`src/rtl/seq_det_prog.sv`:
```
// Programmable serial sequence detector: matches a run-time configured bit pattern
// (up to MAX_LEN bits) in an accepted bit stream, with overlap control and a match counter.
module seq_det_prog #(
    parameter int unsigned MAX_LEN = 8,
    parameter int unsigned CNT_W   = 16,
    parameter int unsigned LEN_W   = 4
) (
    input  logic               clk,
    input  logic               rst_n,
    input  logic               din_valid_i,
    input  logic               din_i,
    input  logic               cfg_we_i,
    input  logic [MAX_LEN-1:0] cfg_pattern_i,
    input  logic [LEN_W-1:0]   cfg_len_i,
    input  logic               cfg_overlap_i,
    input  logic               cnt_clr_i,
    output logic               match_o,
    output logic [CNT_W-1:0]   match_cnt_o,
    output logic [LEN_W-1:0]   fill_level_o
);

    localparam logic [LEN_W-1:0] MaxLenW = LEN_W'(MAX_LEN);
    localparam logic [CNT_W-1:0] CntMax  = {CNT_W{1'b1}};

    logic [MAX_LEN-1:0] pattern_q, pattern_d;
    logic [LEN_W-1:0]   len_q, len_d;
    logic               overlap_q, overlap_d;
    logic [MAX_LEN-1:0] hist_q, hist_d;
    logic [LEN_W-1:0]   fill_q, fill_d;
    logic               match_q, match_d;
    logic [CNT_W-1:0]   cnt_q, cnt_d;

    logic               accept;
    logic [MAX_LEN-1:0] hist_shift;
    logic [MAX_LEN-1:0] len_mask;
    logic [LEN_W-1:0]   fill_inc;
    logic               hit;

    assign accept     = din_valid_i & ~cfg_we_i;
    assign hist_shift = {hist_q[MAX_LEN-2:0], din_i};
    assign fill_inc   = (fill_q < len_q) ? fill_q + 1'b1 : len_q;

    // Only the low len bits of history and pattern take part in the compare.
    always_comb begin
        len_mask = '0;
        for (int i = 0; i < int'(MAX_LEN); i++) begin
            len_mask[i] = (i < int'(len_q));
        end
    end

    assign hit = accept && (len_q != '0) && (fill_inc == len_q) &&
                 ((hist_shift & len_mask) == (pattern_q & len_mask));

    always_comb begin
        pattern_d = pattern_q;
        len_d     = len_q;
        overlap_d = overlap_q;
        hist_d    = hist_q;
        fill_d    = fill_q;
        match_d   = hit;
        cnt_d     = cnt_q;

        if (cfg_we_i) begin
            pattern_d = cfg_pattern_i;
            len_d     = (cfg_len_i > MaxLenW) ? MaxLenW : cfg_len_i;
            overlap_d = cfg_overlap_i;
            hist_d    = '0;
            fill_d    = '0;
        end else if (din_valid_i) begin
            hist_d = hist_shift;
            fill_d = (hit && !overlap_q) ? '0 : fill_inc;
        end

        // Clear beats a coincident increment; the match pulse itself is unaffected.
        if (cnt_clr_i) begin
            cnt_d = '0;
        end else if (hit && (cnt_q != CntMax)) begin
            cnt_d = cnt_q + 1'b1;
        end
    end

    always_ff @(posedge clk or negedge rst_n) begin
        if (!rst_n) begin
            pattern_q <= '0;
            len_q     <= '0;
            overlap_q <= 1'b1;
            hist_q    <= '0;
            fill_q    <= '0;
            match_q   <= 1'b0;
            cnt_q     <= '0;
        end else begin
            pattern_q <= pattern_d;
            len_q     <= len_d;
            overlap_q <= overlap_d;
            hist_q    <= hist_d;
            fill_q    <= fill_d;
            match_q   <= match_d;
            cnt_q     <= cnt_d;
        end
    end

    assign match_o      = match_q;
    assign match_cnt_o  = cnt_q;
    assign fill_level_o = fill_q;

endmodule
```
`config.mk`:
```
export PLATFORM = sky130hd
export DESIGN_NAME = seq_det_prog
export DESIGN_NICKNAME = d
export VERILOG_FILES = /design/src/rtl/seq_det_prog.sv
export SDC_FILE = /design/constraint.sdc
export NUM_CORES = 1
export LEC_CHECK = 0
export CAP_MARGIN = 30
export CELL_PAD_IN_SITES_DETAIL_PLACEMENT = 0
export CELL_PAD_IN_SITES_GLOBAL_PLACEMENT = 1
export CORE_ASPECT_RATIO = 0.6
export CORE_MARGIN = 2
export CORE_UTILIZATION = 41
export CTS_CLUSTER_SIZE = 8
export DETAILED_ROUTE_END_ITERATION = 8
export GPL_TIMING_DRIVEN = 0
export PLACE_DENSITY = 0.87
export SYNTH_ARGS = -nofsm -noshare
export SYNTH_HDL_FRONTEND = slang
export SYNTH_SLANG_ARGS = --single-unit
```
`constraint.sdc`:
```
create_clock -name clk -period 3.3 [get_ports clk]
set_input_delay 0.66 -clock clk [delete_from_list [all_inputs] [get_ports clk]]
set_output_delay 0.66 -clock clk [all_outputs]
set_load 0.05 [all_outputs]
```
======== Yosys cells after proc, flatten, opt, wreduce, memory -nomap -nowiden ========
Cells that the tools add are included.
operators by class
  add/sub/neg operators ................... 2
  $mul .................................... 0
  divide/modulo/power cells ............... 0
  order comparisons ....................... 10
  equality and inequality tests ........... 3
  shift-type cells ........................ 0
  multiplexer cells ....................... 9
  bitwise operators ....................... 4
  reduce and logical (&&, ||, !) cells .... 9
operators with widths
  kind                                                                 count
  16-bit 2-to-1 mux                                                    2
  4-bit 2-to-1 mux                                                     5
  16-bit by 1-bit adder with 16-bit output, second input constant      1
  8-bit bitwise AND                                                    2
  3-bit by 4-bit < comparator with 1-bit output, first input constant  4
  16-bit inequality test, second input constant                        1
  7-bit 2-to-1 mux                                                     2
  8-bit equality test                                                  1
  1-bit by 4-bit < comparator with 1-bit output, first input constant  2
  2-bit by 4-bit < comparator with 1-bit output, first input constant  2
  1-bit logical AND                                                    5
  4-bit by 1-bit adder with 4-bit output, second input constant        1
  4-bit equality test                                                  1
  4-bit greater-than comparator, second input constant                 1
  4-bit < comparator                                                   1
  2-bit nonzero test                                                   2
  4-bit nonzero test                                                   1
  1-bit bitwise AND                                                    1
  1-bit logical NOT                                                    1
  1-bit inverter                                                       1
storage, ports and cells
  bits in registers ....................... 41
  latch bits .............................. 0
  bits in writable memories ............... 0
  ROM bits ................................ 0
  input bits .............................. 19
  output and inout port bits .............. 21
  word-level logic and storage cells ...... 44
  memories ................................ 0

======== Logic depth before layout (Yosys ltp) ========
  word-level depth ........................ 9
  depth in mapped cells ................... 11
  depth with buffers taken out ............ 9

======== Worst setup path before layout ========
Ideal clock, no wire load.
  kind .................................... register -> register
  start point ............................. register fill_q[3], in the netlist fill_level_o[3]
  end point ............................... register cnt_q[3], in the netlist match_cnt_o[3]
  library setup time ...................... 128 ps
  arrival time ............................ 2,440 ps
  data required time ...................... 3,172 ps
  path slack .............................. 732 ps
  cell stages (with the launch flop) ...... 11
  path buffers ............................ 2
  period minus slack after synthesis ...... 2,568 ps
  cells stage by stage .................... dfrtp_1 -> ha_1 -> a21oi_1 -> nand2_1 -> or2_1 -> buf_4 -> o2111a_1 -> nand2_1 -> buf_4 -> nor3_1 -> mux2_1
between the ends
  longest elaborated chain between the ends .. 7
  elaborated cells between the ends (all ways) .. 8
  classes of those cells .................. 1 x add/sub; 1 x order compare; 1 x eq/ne; 1 x mux; 4 x reduce/logical
RTL lines
  item                                                                          RTL line  RTL
  start, declared                                                               29        logic [LEN_W-1:0] fill_q, fill_d;
  start signal, assigned                                                        96        fill_q <= fill_d;
  4-bit by 1-bit adder with 4-bit output or 4-bit < comparator (tied branches)  41        assign fill_inc = (fill_q < len_q) ? fill_q + 1'b1 : len_q;
  4-bit 2-to-1 mux (*)                                                          41
  4-bit equality test (*)                                                       51        assign hit = accept && (len_q != '0) && (fill_inc == len_q) &&
  1-bit logical AND (*) (2 in series)                                           51
  1-bit logical AND (*)                                                         77        end else if (hit && (cnt_q != CntMax)) begin
  2-bit nonzero test (no line) (*)                                              n/a
  end signal, assigned                                                          98        cnt_q <= cnt_d;
  end, declared                                                                 31        logic [CNT_W-1:0] cnt_q, cnt_d;
Mark *: on every way between the ends. The rest lies on a longest branch, timed or not.
A chain may end at the register's enable or synchronous reset.

======== Worst setup path after layout ========
  start point ............................. register len_q[3]
  end point ............................... register cnt_q[3], in the netlist match_cnt_o[3]
between the ends
  longest elaborated chain between the ends .. 7
  elaborated cells between the ends (all ways) .. 20
  classes of those cells .................. 9 x order compare; 2 x eq/ne; 1 x mux; 2 x bitwise; 6 x reduce/logical
RTL lines
  item                              RTL line  RTL
  start, declared                   26        logic [LEN_W-1:0] len_q, len_d;
  start signal, assigned            93        len_q <= len_d;
  4-bit < comparator                41
  4-bit 2-to-1 mux                  41
  4-bit equality test               51
  1-bit logical AND                 51
  1-bit logical AND (*)             51
  1-bit logical AND (*)             77
  2-bit nonzero test (no line) (*)  n/a
Marked as above.

==> key figures <==
STA
  • Skew final: between 0.002 and 0.003 ns
  • Max Slew Vio Count: 0
  • Fin worst setup slack: 0.533 ns
  • TNS Setup: 0 ns
  • Least-Margin Pin Slew: ~0.67 ns
  • Fin Hold WS: 0.214 ns
  • FMAX: around 360 MHz
  • Post-layout min period: between 2 and 3 ns
  • Final cycle utilization of the critical path: ~84%
  • Worst slew margin: a little over half
  • Hold Fails Final Rpt: 0
  • # setup viols final: 0
  • RSZ-0062 raised after global routing: false

Floorplanning
  • Die area: slightly above 6000 um2
  • Starting density of the core: 41.8%
  • Die height: around 62 um
  • Ports: 40
  • Core Box Area: 5490 um2
  • Horiz. Die Dim: between 100 and 150 um
  • Rows: 21

Finish
  • Layout Cells excl Fill: ~350
  • Layout fillers: 498
  • Post-route cell area: ~2900 um2
  • Multi-input logic area: approximately 1200 um2
  • Post-layout net count: between 200 and 300
  • Number of diodes: 0
  • Layout cell share with drive strength beyond 1: 12.3%
  • Commonest non-fill, non-tap cell in the layout: dfrtp_1
  • Register area: 1030 um2
  • Layout overhead on the synthesized area: 25.8%
  • Most frequent cells in the layout: 40 x dfrtp_1, 36 x clkdlybuf4s50_1, 19 x nor2_1

Global route
  • Global-route met3 utilization: ~4.0%
  • Grt ovf: 0
  • M1 GR Usage: a little under a third
  • Initial antenna violation count: 0
  • Grt peak-use layer: met1
  • GR Layer Usage met2: a little under a quarter
  • All-Layer GR Usage: 18.4%
  • Largest net degree at the start of global routing: 36
  • First-pass GRT wire length: between 8 and 9 mm
  • Vias in the first global route: 1678

Power
  • Power Density: between 400 and 500 nW/um2
  • Maximum vdd drop: 0.000196 V
  • Lkg Pwr: around 1.2 nW

CTS
  • Num CTS Buffers: 5
  • CTS tree: done
  • Later-pin clock latency in the skew report: between 0.2 and 0.3 ns
  • Clock-pin slew on the worst setup and hold paths: roughly 0.080 ns
  • Max Buffers Root-to-Sink: 2
  • PostCTS Resize Cnt: 0
  • Post-CTS Hold Buffers: 0
  • CTS Sinks: 41
  • Post-CTS Setup Bufs: 0
  • H-tree level count: 2
  • CTS root buffer: clkbuf_8

Yosys
  • Syn_area_per_cell: 9.98 um2
  • Yosys cell types: 47
  • Synth top area cells: dfrtp_1 44%, mux2_2 6.4%, mux2i_1 4.4%, nor2_1 3.1%, xor2_1 3.1%
  • Syn Nets: 254
  • Synthesized instance count: 230
  • Cell taking the most area after synthesis: dfrtp_1
  • Synth async-reset ratio: between 90% and 100%
  • Ys flop type: dfrtp_1
  • Sequential area share after synthesis: 44.8%
  • Number of synthesized flops with an enable pin: 0
  • Yosys top cell area share: a little over two fifths
  • FF+latch count, synth: between 40 and 50
  • Synth Cell Area: around 2300 um2
  • YS warnings: 0

Job
  • Max Cap Viol: 0

Routing
  • Vias: ~1900
  • Routed Antenna Nets: 0
  • Routed WL: about 5.3 mm
  • Wire length per cell: between 15 and 20 um
  • DRT Pass-1 Iters: 5
  • Residual DRC: 0
  • Vias per cell: 5.47
  • Iteration-0 DRC Markers: 151

Place
  • Place WS: between 0.4 and 0.5 ns
  • DP Area: 2770 um2
  • I/O Buffers: 37
  • Placed cell count: about 340
  • Final Wtd Congestion: between 0.8 and 0.9
  • Dpl hpwl: about 4.0 mm

Critical path
  • Endpoint type of the worst setup path: flop
  • Startpoint types: flop
  • Data arrival, critical path: just under 3 ns
  • Crit path largest cell delay: 0.43 ns
  • Critical path class: flop to flop
  • Slowest cell on the critical path: dfrtp_1
  • Most used cell, CP: nand2_1
  • Critical path cell sequence: inv_1 > ha_1 > a21oi_1 > nand2_1 > nor3b_1 > o21ai_0 > nand2_1 > buf_2 > nor3_1 > mux2_1
  • R2r worst-path depth: 10
  • Req. time, crit path: around 3.5 ns
  • Crit-path max FO: 10

Outcome
  • Status: complete, no violations

Worst hold path
  • Hold WC Path Type: primary input to asynchronous set/reset pin
stage by stage:
step / power, mW / utilization, %
after CTS: 1.26 / 52.6
after detailed placement: 0.835 / 50.4
after floorplan: 0.742 / -
final: 1.25 / 52.6
after global routing: 1.32 / 52.6
after global placement: 0.830 / 50.1
cell usage after synthesis, types with 2 or more instances:
cell       number
buf_1           2
a2111oi_0       2
o2111a_1        2
o21ai_0         7
or4_1           7
nand4_1         4
nor4_1          4
nand2b_1        2
dfrtp_1        40
nor2_1         19
o22ai_1         3
o31a_1          2
a21oi_1         9
xnor2_1         4
nor2b_1         6
nand2_1        17
inv_1           8
nand3_1         8
ha_1            5
xor2_1          8
nor3_1          8
o31ai_1         7
clkbuf_1        6
mux2_2         13
mux2i_1        10
nor3b_1         3
and3_4          2
buf_4           3
routing by layer:
metal  share of wire, %  up-vias
met2                 39       44
li1                   -      924
met3                5.2        2
met1                 55      918
met4               0.51        0
met5                  0        -
logic make-up (layout without fill, tap and decap cells):
kind of cell / Yosys count / count (layout) / share of synthesized area (%)
AO/OA/AOI/OAI: 40 / 40 / 12.0
XOR/XNOR: 12 / 12 / 4.58
adder cells (fa/ha/maj): 5 / 5 / 2.73
buffers and inverters: 21 / 67 / 3.98
flip-flops: 41 / 41 / 44.8
multiplexers: 24 / 24 / 11.2
AND/OR/NAND/NOR: 87 / 87 / 20.7
cell type report:
cell class,instances,area share [%]
Clock inverter,2,1.30
Sequential cell,41,35.6
Timing Repair Buffer,38,13.4
Inverter,9,1.17
Tap cell,69,2.99
Clock buffer,6,2.86
Multi-Input combinational cell,168,40.7
Buffer,12,1.99
flip-flops by register name (all words and copies together) (netlist names):
name	flops
match_cnt_o	16
pattern_q	8
hist_q	7
fill_level_o	4
len_q	4
match_o	1
overlap_q	1
final timing paths:
path / start / endpoint / slack [ns]
max in group asynchronous: rst_n / overlap_q / 2.57
worst max-delay path: len_q[3] / match_cnt_o[3] / 0.53
worst min register to register: pattern_q[4] / pattern_q[4] / 0.54
worst max register to register: len_q[3] / match_cnt_o[3] / 0.53
min in group clk: pattern_q[4] / pattern_q[4] / 0.54
worst min-delay path: rst_n / match_cnt_o[5] / 0.21
report_power, final:
part / internal (mW) / switching [mW] / leakage [nW]
clock network: 0.246 / 0.176 / 0.0574
logic: 0.117 / 0.153 / 0.591
registers: 0.528 / 0.0299 / 0.542
total: 0.891 / 0.359 / 1.19
critical path, delay by kind of cell, from the launching register on:
| family | cells | cell delay, ns |
|---|---|---|
| buffers and inverters | 2 | 0.43 |
| flip-flops | 1 | 0.43 |
| AND/OR/NAND/NOR | 4 | 0.81 |
| multiplexers | 1 | 0.31 |
| AO/OA/AOI/OAI | 2 | 0.33 |
| adder cells (fa/ha/maj) | 1 | 0.33 |
Note: power is estimated with default switching activity, not from simulation.
